<file path="src/rtl/ut_pkg.sv">
// Shared types and default widths for the processing unit's memory path.
package ut_pkg;

  localparam int DEF_ADDR_W = 6;
  localparam int DEF_DATA_W = 8;

  typedef enum logic [1:0] {
    HOLD    = 2'd0,
    LOAD    = 2'd1,
    RESTART = 2'd2,
    RUN     = 2'd3
  } state_t;

endpackage

</file>
<file path="src/rtl/sync_2ff.sv">
// Generic two-flop synchroniser for asynchronous pad levels.
module sync_2ff #(
  parameter int W = 1
) (
  input  logic         clk,
  input  logic         rst_n,
  input  logic [W-1:0] d,
  output logic [W-1:0] q
);

  logic [W-1:0] meta;

  // Two back-to-back flops; the first may go metastable, the second settles it
  always_ff @(posedge clk or negedge rst_n) begin
    if (!rst_n) begin
      meta <= '0;
      q    <= '0;
    end else begin
      meta <= d;
      q    <= meta;
    end
  end

endmodule

</file>
<file path="src/rtl/boot_mem_arbiter.sv">
// Boot loader / memory-port arbiter: fills RAM from a byte stream after reset
// or on a boot request, then hands the port to the control unit.
module boot_mem_arbiter
  import ut_pkg::*;
#(
  parameter int ADDR_W   = DEF_ADDR_W,
  parameter int DATA_W   = DEF_DATA_W,
  parameter int LOAD_LEN = 64
) (
  input  logic              clk,
  input  logic              rst_n,
  input  logic              boot,
  input  logic [DATA_W-1:0] rx_data,
  input  logic              rx_valid,
  output logic              rx_ready,
  input  logic [ADDR_W-1:0] cpu_adr,
  input  logic              cpu_en,
  input  logic              cpu_we,
  input  logic [DATA_W-1:0] cpu_wdata,
  output logic [ADDR_W-1:0] mem_adr,
  output logic              mem_en,
  output logic              mem_we,
  output logic [DATA_W-1:0] mem_wdata,
  output logic              cpu_ce,
  output logic              cpu_restart,
  output logic              load_done
);

  localparam logic [ADDR_W-1:0] LAST_PTR = ADDR_W'(LOAD_LEN - 1);

  logic              boot_s;
  logic              boot_d;
  logic              boot_rise;
  logic              xfer;
  state_t            state_q, state_d;
  logic [1:0]        hold_cnt_q, hold_cnt_d;
  logic [ADDR_W-1:0] ptr_q, ptr_d;
  logic              load_done_q, load_done_d;

  sync_2ff #(.W(1)) u_boot_sync (
    .clk   (clk),
    .rst_n (rst_n),
    .d     (boot),
    .q     (boot_s)
  );

  // Delayed copy of the synchronised boot level for edge detection
  always_ff @(posedge clk or negedge rst_n) begin
    if (!rst_n) boot_d <= 1'b0;
    else        boot_d <= boot_s;
  end

  assign boot_rise = boot_s & ~boot_d;
  assign xfer      = (state_q == LOAD) & rx_valid;

  // FSM state, HOLD counter, load pointer and completion flag
  always_ff @(posedge clk or negedge rst_n) begin
    if (!rst_n) begin
      state_q     <= HOLD;
      hold_cnt_q  <= 2'd0;
      ptr_q       <= '0;
      load_done_q <= 1'b0;
    end else begin
      state_q     <= state_d;
      hold_cnt_q  <= hold_cnt_d;
      ptr_q       <= ptr_d;
      load_done_q <= load_done_d;
    end
  end

  // Next-state logic; a byte accepted alongside a boot fall is still counted
  always_comb begin
    state_d     = state_q;
    hold_cnt_d  = hold_cnt_q;
    ptr_d       = ptr_q;
    load_done_d = load_done_q;
    case (state_q)
      HOLD: begin
        // Two cycles let the synchroniser fill before boot_s is trusted
        if (hold_cnt_q == 2'd2) state_d = boot_s ? LOAD : RESTART;
        else                    hold_cnt_d = hold_cnt_q + 2'd1;
      end
      LOAD: begin
        if (xfer && (ptr_q == LAST_PTR)) begin
          load_done_d = 1'b1;
          state_d     = RESTART;
        end else begin
          if (xfer)    ptr_d   = ptr_q + 1'b1;
          if (!boot_s) state_d = RESTART;
        end
      end
      RESTART: begin
        ptr_d   = '0;
        state_d = RUN;
      end
      RUN: begin
        if (boot_rise) begin
          load_done_d = 1'b0;
          ptr_d       = '0;
          state_d     = LOAD;
        end
      end
      default: state_d = HOLD;
    endcase
  end

  // Memory port steering and control-unit strobes decoded from registered state
  always_comb begin
    rx_ready    = 1'b0;
    cpu_ce      = 1'b0;
    cpu_restart = 1'b0;
    mem_adr     = '0;
    mem_en      = 1'b0;
    mem_we      = 1'b0;
    mem_wdata   = '0;
    case (state_q)
      LOAD: begin
        rx_ready  = 1'b1;
        mem_en    = rx_valid;
        mem_we    = rx_valid;
        mem_adr   = ptr_q;
        mem_wdata = rx_data;
      end
      RESTART: cpu_restart = 1'b1;
      RUN: begin
        cpu_ce    = 1'b1;
        mem_adr   = cpu_adr;
        mem_en    = cpu_en;
        mem_we    = cpu_we & cpu_en;
        mem_wdata = cpu_wdata;
      end
      default: ;
    endcase
  end

  assign load_done = load_done_q;

endmodule

</file>
<file path="config.mk">
export PLATFORM = sky130hd
export DESIGN_NAME = boot_mem_arbiter
export DESIGN_NICKNAME = d
export VERILOG_FILES = /design/src/rtl/ut_pkg.sv /design/src/rtl/sync_2ff.sv /design/src/rtl/boot_mem_arbiter.sv
export SDC_FILE = /design/constraint.sdc
export NUM_CORES = 1
export LEC_CHECK = 0
export CAP_MARGIN = 15
export CORE_UTILIZATION = 25
export DETAILED_ROUTE_END_ITERATION = 8
export SLEW_MARGIN = 20
export SYNTH_ARGS = -nofsm -noshare
export SYNTH_HDL_FRONTEND = slang
export SYNTH_SLANG_ARGS = --single-unit
</file>
<file path="constraint.sdc">
create_clock -name clk -period 1.7 [get_ports clk]
set_input_delay 0.34 -clock clk [delete_from_list [all_inputs] [get_ports clk]]
set_output_delay 0.34 -clock clk [all_outputs]
set_load 0.005 [all_outputs]
</file>
==> key figures, run 1 <==
Clock tree
  • CTS Buffer Depth: 2
  • H-tree depth: 1
  • Clock sink count: 14
  • Clk Latency, worst-skew pair: 0.25 ns
  • CTS tree: yes
  • Total CTS buffers: 3
  • Clk slew on worst S/H paths: about 0.060 ns
  • CTS root buf: clkbuf_8

Route
  • DR vias: 1,041
  • Post-route ant nets: 0
  • Total Wirelength: 3.160 mm
  • Detailed-router iteration count before antenna repair: 4
  • DRC viols: 0
  • Vias per inst: 4.957
  • 1st-iter DRT viols: 23
  • Per-cell routed wire length: 15.05 um

Critical path
  • Crit path kind: reg2out
  • Worst setup SP type: register
  • Crit path max-delay cell type: dfrtp_2
  • Worst EP arrival: about 1.5 ns
  • Crit path cell chain: ha_4, buf_12, buf_12, a32o_1, buf_2
  • Delay-heaviest family, CP: flip-flops
  • Worst R2R Setup Slack: -0.01 ns
  • CP required: 1.36 ns
  • Max stage delay on crit path: ~0.45 ns
  • Max FO, Critical Path: 10
  • Cell depth of the worst flop-to-flop path: 8
  • R2r startpoint: state_q[1]$_DFFE_PN0P_
  • Worst R2R End: state_q[0]$_DFFE_PN0P_
  • Critical Path Most Common Cell: buf_12
  • Crit. End Element: output port
  • Buf/Inv on CP: 3

Floorplanning
  • Die height: 63.23 um
  • Initial Util: ~27%
  • # rows: 21
  • Ports: 48
  • Die width: 63.23 um
  • Die area: 3997 um2
  • Placeable Area: between 3000 and 4000 um2

Finish
  • Fill cells: 313
  • Layout cells sized above 1: 43.90%
  • Synthesis-to-finish area growth: 96.53%
  • Post-Layout Cell Count: 210
  • Utilization after layout: between 50% and 60%
  • Number of antenna diodes: 0
  • Nets: 200

Logic synthesis
  • Syn Area/Cell: 10.08 um2
  • Synth area leader: dfrtp_1
  • Library cells used by synthesis: 31
  • Syn Inst Count: 93
  • Post-Syn Area: roughly 940 um2
  • Top cells by area, synth: dfrtp_1 (37%), a22o_1 (13%), ha_1 (9.3%)
  • Register area share after synthesis: between 30 and 40%
  • Seq cells post-synth: 14
  • Synth warn: 0
  • Synth top area share: 37.38%
  • Syn Nets: 128

Power
  • Max VDD drop: 862.4 uV
  • Leakage power: 0.8506 nW
  • Pwr Total: 3.115 mW
  • Power per cell area: between 1500 and 2000 nW/um2

Run
  • Max-Cap Viols: 0

STA
  • Max Fclk: 549.2 MHz
  • Pins Over Slew Limit: 0
  • Minimum clock period: 1.821 ns
  • Worst Tran Pin Value: between 0.3 and 0.4 ns
  • RSZ-0062 raised after global routing: yes
  • Hold slack: 0.3654 ns
  • Setup ws final: -0.1210 ns
  • Rel. slew slack: 75.31%
  • Fin Clk Skew: between 0.002 and 0.003 ns
  • Endpoints failing setup: 17
  • Hold Violations, Final: 0
  • Period utilization: 107.1%

Status
  • Status: finished, violations left
  • Failing checks: negative setup slack

Hold path
  • Hold path startpoint: u_boot_sync.meta$_DFF_PN0_
  • Hold path cells: 0
  • Class of the worst hold path: reg2reg
  • Hold Path End: u_boot_sync.q$_DFF_PN0_

Global routing
  • First-pass GRT wire length: 5.112 mm
  • Pin count of the biggest net entering global routing: 15
  • GRT Resource Usage Total: 16.62%
  • Total gr overflow: 0
  • Vias in the first global route: 1,092
  • Antenna violations before repair: 0

Place
  • # port buffers: 47
  • Placed cell count: 195
  • Gpl congestion: ~0.75
  • DP Wirelength: around 2.2 mm
-- state kept, by name, summed over array words and instances, names as in the netlist --
register          cells
ptr_q                 6
load_done             1
u_boot_sync.meta      1
boot_d                1
hold_cnt_q            2
u_boot_sync.q         1
state_q               2
-- cells in the mapped netlist (all sizes together) --
master and n:
a21o 1, a21oi 1, a22o 14, a31oi 1
a32o 1, and3 1, buf 4, clkbuf 1
dfrtp 14, ha 7, inv 5, mux2i 4
nand2 6, nand2b 5, nand3 2, nand4 2
nor2 4, nor2b 1, o211ai 1, o21ai 5
o22a 1, o2bb2ai 1, o31ai 5, o41ai 3
or2 2, xnor2 1
-- metrics by stage --
stage / setup slack, ns / TNS [ns] / area, um2
global placement: -0.1921 / -2.523 / 1574
CTS: -0.1686 / -2.288 / 1814
detailed placement: -0.2118 / -2.980 / 1574
finish: -0.1210 / -1.239 / 1842
global route: -0.1687 / -2.088 / 1842
floorplan: 0.05673 / 0 / 937.1
-- layout by cell type (no fill, tap or decap), types with 3 or more instances in the layout --
| master | instances |
|---|---|
| a22o_1 | 14 |
| buf_12 | 5 |
| buf_2 | 16 |
| buf_4 | 15 |
| buf_6 | 5 |
| clkbuf_8 | 4 |
| clkdlybuf4s50_1 | 28 |
| dfrtp_1 | 12 |
| ha_1 | 4 |
| ha_4 | 3 |
| inv_1 | 3 |
| mux2i_1 | 4 |
| nand2_1 | 5 |
| nand2b_1 | 4 |
| nor2_1 | 3 |
| o31ai_4 | 4 |
| o41ai_2 | 3 |
-- kinds of logic (layout without fill, tap and decap cells) --
kind of cell / count (synthesis) / in the layout / share of synthesized area, %
simple gates: 23 / 23 / 13.35
mux: 4 / 4 / 4.273
flops: 14 / 14 / 37.38
buf+inv: 10 / 81 / 4.273
compound gates: 34 / 34 / 30.44
xor+xnor: 1 / 1 / 0.9348
fa+ha+maj: 7 / 7 / 9.345
-- layout make-up --
type                            instances  area (um2)  area share [%]
Multi-Input combinational cell         69       705.7           38.32
Timing Repair Buffer                   72       651.9           35.39
Sequential cell                        14       352.8           19.16
Clock buffer                            4       55.05           2.989
Tap cell                               46       57.56           3.125
Inverter                                5       18.77           1.019
-- worst max-delay path by stage --
stage / start / to / slack, ns / depth (start not counted)
floorplan: state_q[0]$_DFFE_PN0P_ / ptr_q[3]$_DFFE_PN0P_ / 0.06 / 5
global placement: state_q[1]$_DFFE_PN0P_ / mem_wdata[5] / -0.19 / 5
detailed placement: state_q[1]$_DFFE_PN0P_ / mem_wdata[5] / -0.21 / 5
CTS: state_q[1]$_DFFE_PN0P_ / mem_adr[3] / -0.17 / 6
global route: state_q[0]$_DFFE_PN0P_ / mem_adr[0] / -0.17 / 5
finish: state_q[0]$_DFFE_PN0P_ / mem_we / -0.12 / 5
-- per-layer routing --
metal | global-route usage, % | wire [um]
met4 | 9.375 | 85
met3 | 3.442 | 234
met1 | 17.71 | 1338
met2 | 30.11 | 1502
met5 | 0 | 0
-- power breakdown --
part	switching (mW)	total, mW	internal (mW)
combinational	1.01	2.24	1.23
sequential	0.113	0.542	0.430
clock	0.124	0.329	0.205
total	1.25	3.11	1.87
-- what timing repair did --
item                       CTS  global route
gates cloned                 1             0
pin swaps                   18             8
setup buffers               10             3
hold buffers                 0             0
setup endpoints to repair   25            25
gates resized for setup     94            11
(Power assumes the default switching activity.)
==> inputs of run 2 (changes only) <==
Settings changed: SLEW_MARGIN 20 to default.
==> results of run 2 <==
Final layout, timing and power as in run 1 (identical DEF).
==> inputs of run 3 (changes only) <==
Settings changed: CORE_MARGIN from default to 2.
==> key figures, run 3 (synthesized netlist as in run 1, its figures left out) <==
Place
  • DP Wirelength: 2.053 mm (was 2.162 mm)
  • Gpl congestion: 0.8241 (was 0.7452)
  • Placed instance area: 1567 um2 (was 1574 um2)
  • # port buffers: 47 (unchanged)

Finish
  • Post-layout instance area: 1780 um2 (was 1842 um2)
  • Synthesis-to-finish area growth: 89.99% (was 96.53%)
  • Nets: 202 (was 200)
  • Biggest registers after layout: ptr_q: 6 flops, hold_cnt_q: 2 flops, state_q: 2 flops (unchanged)
  • Largest Register: ptr_q (unchanged)
  • Layout cells sized above 1: 42.17% (was 43.90%)
  • Max reg flops: 6 (unchanged)
  • Number of antenna diodes: 0 (unchanged)
  • Utilization after layout: 49.00% (was 53.10%)
  • Most frequent cells in the layout: clkdlybuf4s50_1 (28), buf_4 (20), buf_2 (15) (was clkdlybuf4s50_1 (28), buf_2 (16), buf_4 (15))
  • Commonest non-fill, non-tap cell in the layout: clkdlybuf4s50_1 (unchanged)

STA
  • Hold Violations, Final: 0 (unchanged)
  • Pins Over Slew Limit: 0 (unchanged)
  • Fin Clk Skew: 0.003162 ns (was 0.002908 ns)
  • Worst Tran Pin Value: 0.3704 ns (about the same)
  • Rel. slew slack: 75.31% (about the same)
  • Period utilization: 104.0% (was 107.1%)
  • Minimum clock period: 1.768 ns (was 1.821 ns)
  • Endpoints failing setup: 15 (was 17)
  • Max Fclk: 565.7 MHz (was 549.2 MHz)
  • Setup ws final: -0.06763 ns (was -0.1210 ns)
  • RSZ-0062 raised after global routing: yes (unchanged)

Clock tree
  • Clk Latency, worst-skew pair: 0.25 ns (about the same)
  • H-tree depth: 1 (unchanged)
  • CTS tree: yes (unchanged)
  • Hold_buf cts: 0 (unchanged)
  • CTS Buffer Depth: 2 (unchanged)
  • CTS root buf: clkbuf_8 (unchanged)
  • Clock sink count: 14 (unchanged)
  • Total CTS buffers: 3 (unchanged)
  • Clk slew on worst S/H paths: 0.06 ns (about the same)

Floorplanning
  • # rows: 22 (was 21)
  • Die area: 4254 um2 (was 3997 um2)
  • Placeable Area: 3633 um2 (was 3468 um2)
  • Die width: 65.23 um (was 63.23 um)
  • Ports: 48 (unchanged)
  • Die height: 65.23 um (was 63.23 um)
  • Initial Util: 25.79% (was 27.02%)

Critical path
  • Worst EP arrival: 1.43 ns (was 1.48 ns)
  • Max FO, Critical Path: 6 (was 10)
  • Crit. End Element: output port (unchanged)
  • CP required: 1.36 ns (about the same)
  • Worst setup SP type: register (unchanged)
  • Crit path kind: reg2out (unchanged)

Global routing
  • Total gr overflow: 0 (unchanged)
  • Vias in the first global route: 1,096 (was 1,092)
  • Antenna violations before repair: 0 (unchanged)
  • First-pass GRT wire length: 4.836 mm (was 5.112 mm)
  • GRT Resource Usage Total: 14.40% (was 16.62%)
  • Pin count of the biggest net entering global routing: 15 (unchanged)

Route
  • Detailed-router iteration count before antenna repair: 4 (unchanged)
  • 1st-iter DRT viols: 23 (unchanged)
  • Total Wirelength: 2.917 mm (was 3.160 mm)
  • Vias per inst: 4.874 (was 4.957)
  • DRC viols: 0 (unchanged)
  • Per-cell routed wire length: 13.63 um (was 15.05 um)
  • DR vias: 1,043 (was 1,041)
  • Post-route ant nets: 0 (unchanged)

Power
  • Seq pwr share: 18.3% (was 17.4%)
  • Net Switching: 1.138 mW (was 1.250 mW)
  • Power per cell area: 1604 nW/um2 (was 1691 nW/um2)
  • Total internal power: 1.718 mW (was 1.865 mW)
  • Pwr Total: 2.856 mW (was 3.115 mW)
  • Power share of the clock group: 11.5% (was 10.6%)
  • Combinational fraction of design power: 70.2% (was 72.0%)
  • Switching Share: 39.84% (was 40.11%)
  • Max VDD drop: 730.2 uV (was 862.4 uV)
  • Leakage power: 0.8283 nW (was 0.8506 nW)

Run
  • Max-Cap Viols: 0 (unchanged)

Hold path
  • Class of the worst hold path: reg2reg (unchanged)

Status
  • Failing checks: negative setup slack (unchanged)
  • Status: finished, violations left (unchanged)
-- run 3: final cells by class --
cell class	count	area [um2]
clock buffer	4	55.05
fill	351	1853
inverter	5	18.77
multi-input combinational	69	678.2
sequential	14	351.6
tap	48	60.06
timing repair buffer	74	616.8
-- run 3: metal layers --
layer	routed length [um]	global-route usage (%)	part of all wire (%)
met5	0	0	0
met4	50	6.250	1.7
met3	289	3.425	9.9
met2	1403	26.02	48
met1	1173	15.97	40
-- run 3: worst max-delay path, stage by stage (launching register included) --
cell and delay, ns:
dfrtp_2 0.45, ha_4 0.18, buf_6 0.11, buf_6 0.12, a22o_1 0.19, buf_2 0.12
-- run 3: path summary, 6_finish.rpt --
| path | start | endpoint | slack [ns] | cells after the start |
|---|---|---|---|---|
| setup / recovery | state_q[0]$_DFFE_PN0P_ | mem_wdata[7] | -0.07 | 5 |
| hold / removal | u_boot_sync.meta$_DFF_PN0_ | u_boot_sync.q$_DFF_PN0_ | 0.35 | 0 |
| setup reg to reg | state_q[0]$_DFFE_PN0P_ | ptr_q[2]$_DFFE_PN0P_ | 0.03 | 8 |
| hold reg to reg | u_boot_sync.meta$_DFF_PN0_ | u_boot_sync.q$_DFF_PN0_ | 0.35 | 0 |
| max in group asynchronous | rst_n | state_q[0]$_DFFE_PN0P_ | 1.11 | 2 |
| min in group asynchronous | rst_n | ptr_q[1]$_DFFE_PN0P_ | 0.40 | 2 |
-- run 3: power by group through the flow --
stage	clock network, mW	logic (mW)	registers [mW]
2_1_floorplan	0	0.829	0.495
3_3_place_gp	0	1.61	0.497
3_5_place_dp	0	1.63	0.502
4_1_cts	0.340	1.85	0.514
5_1_grt	0.352	2.20	0.532
6_report	0.329	2.00	0.522
-- run 3: stage by stage --
stage | TNS (ns) | cells | setup WS, ns | hold WS [ns]
floorplan | 0 | 93 | 0.05673 | 0.04441
finish | -0.6405 | 214 | -0.06763 | 0.3498
detailed placement | -1.965 | 199 | -0.1539 | 0.3387
CTS | -0.6763 | 213 | -0.07466 | 0.3524
global placement | -1.974 | 199 | -0.1396 | 0.3341
global route | -1.390 | 214 | -0.1090 | 0.3535
-- run 3: repair_timing --
| action | in CTS | in global routing |
|---|---|---|
| resized for setup | 87 | 14 |
| setup endpoints to repair | 24 | 25 |
| gates cloned | 1 | 0 |
| setup buffers | 9 | 1 |
| pin swaps | 12 | 6 |
==> variant: new RTL, config.mk and constraints of run 2 <==
The parameter `LOAD_LEN` goes from 64 to 48.
--- a/src/rtl/boot_mem_arbiter.sv
+++ b/src/rtl/boot_mem_arbiter.sv
@@ -5,7 +5,7 @@
 #(
   parameter int ADDR_W   = DEF_ADDR_W,
   parameter int DATA_W   = DEF_DATA_W,
-  parameter int LOAD_LEN = 64
+  parameter int LOAD_LEN = 48
 ) (
   input  logic              clk,
   input  logic              rst_n,
Formal check against the unedited RTL: no difference found for any inputs over 10 cycles, from zero or initial values and one cycle with rst_n low; that may be too few to reach the edited logic, so the function may still have changed.
==> variant against run 2 <==
  * Critical path type unchanged
  * Synthesized cell count is 1.1% higher
  * Cell area down 9.2%
  * Setup slack lost 0.027 ns
  * Non-clock buffer count down 7
  * Total power decreased by 5.5%
  * Highest routed layer unchanged
  * Synthesized area fell by 0.80%
  * Sequential cell count unchanged
  * Wire length down 8.6%
  * The flow still finishes with violations (setup timing)
==> variant: results (changes against run 2) <==
Clock tree
  – Post-CTS sizing: 84 (-11%)
  – Setup Buffers After CTS: 6 (-4)

Pwr
  – Net Sw Power: 0.00112 W (-10%)
  – P_seq: 0.000605 W (+12%)
  – Clock-net power: 0.000272 W (-17%)
  – Worst VDD drop: 637 uV (-26%)

Global route
  – Total track usage: 15.6% (-1.0 points)
  – Vias in the first global route: 1047 (-4.1%)
  – Met2 Track Usage GR: 26.9% (-3.2 points)
  – First-pass GRT wire length: 4810 microns (-5.9%)

Drt
  – Vias: 990 (-4.9%)
  – DRT met1 WL: 1250 microns (-6.4%)
  – WL met2: 1340 microns (-11%)

Outcome
  – Status: complete, but fails checks
  – Failing checks: setup timing

STA
  – Hold_ws: 0.351 ns (-0.0143 ns)
  – PnR worst setup slack: -0.148 ns (-0.0270 ns)
  – Post-Route Skew: 0.00589 ns (+0.00299 ns)
  – Worst slew margin: 80.2% (+4.9 points)
  – Setup TNS: -1.84 ns (-0.597 ns)
  – Finish-stage setup viols: 22 (+5)

Logic synthesis
  – Gate Count Post-Synth: 94 (+1.1%)
  – Sequential-to-total area share from yosys stat: 37.7% (+0.30 points)
  – Top cells by count, synth: a22o_1 (15), dfrtp_1 (14), ha_1 (7), nand2_1 (7)
  – Post-synth cell types: 28 (-9.7%)

Worst setup path
  – Worst R2R End: ptr_q[3]
  – Reg-to-reg setup timing slack: -0.12 ns (-0.11 ns)
  – Worst reg-to-reg path cell count: 7 (-1)

Layout
  – Layout cells sized above 1: 32.1% (-12 points)
  – Non-Filler Instances: 202 (-3.8%)

Place
  – GP Congestion: 0.710 (-4.8%)
==> variant: cell count changes in the layout (fill, tap and decap cells not counted), sizes merged, moves of 2 or more <==
| cell | delta |
|---|---|
| nand2b | -2 |
| nor2 | -2 |
| nand4 | -2 |
| a31oi | +3 |
| a21oi | +5 |
| and3 | +2 |
| buf | -8 |
| or2 | -2 |
| or3 | +2 |
| o31ai | -5 |
| o41ai | -3 |
==> variant: cells by family (layout without fill, tap and decap cells) <==
| family | after synthesis | in the layout | synth area share [%] |
|---|---|---|---|
| compound gates | 34 | 34 | 28.1 |
| simple gates | 22 | 22 | 12.9 |
| flops | 14 | 14 | 37.7 |
| buf+inv | 12 | 74 | 6.59 |
| fa+ha+maj | 7 | 7 | 9.42 |
| mux | 4 | 4 | 4.31 |
| xor+xnor | 1 | 1 | 0.942 |
==> variant: worst max-delay path by stage <==
| stage | cells past startpoint | endpoint | start |
|---|---|---|---|
| CTS | 6 | mem_wdata[7] | state_q[1] |
| detailed placement | 3 | mem_we | rx_valid |
| finish | 6 | mem_adr[0] | state_q[1] |
| global placement | 3 | mem_we | rx_valid |
| global route | 7 | ptr_q[3] | state_q[1] |
| floorplan | 5 | mem_adr[5] | state_q[1] |
==> variant: cell type report <==
cell class                 instances  area, sq um
multi-input combinational         68          573
inverter                           6         27.5
fill                             312         1770
sequential                        14          352
tap                               46         57.6
clock buffer                       3         41.3
timing repair buffer              65          621
==> variant: critical path, cell delays in order (launching register included) <==
cell and delay (ns):
dfrtp_1 0.41, buf_6 0.14, ha_4 0.18, buf_6 0.12, buf_12 0.11, a22o_1 0.17, buf_2 0.13
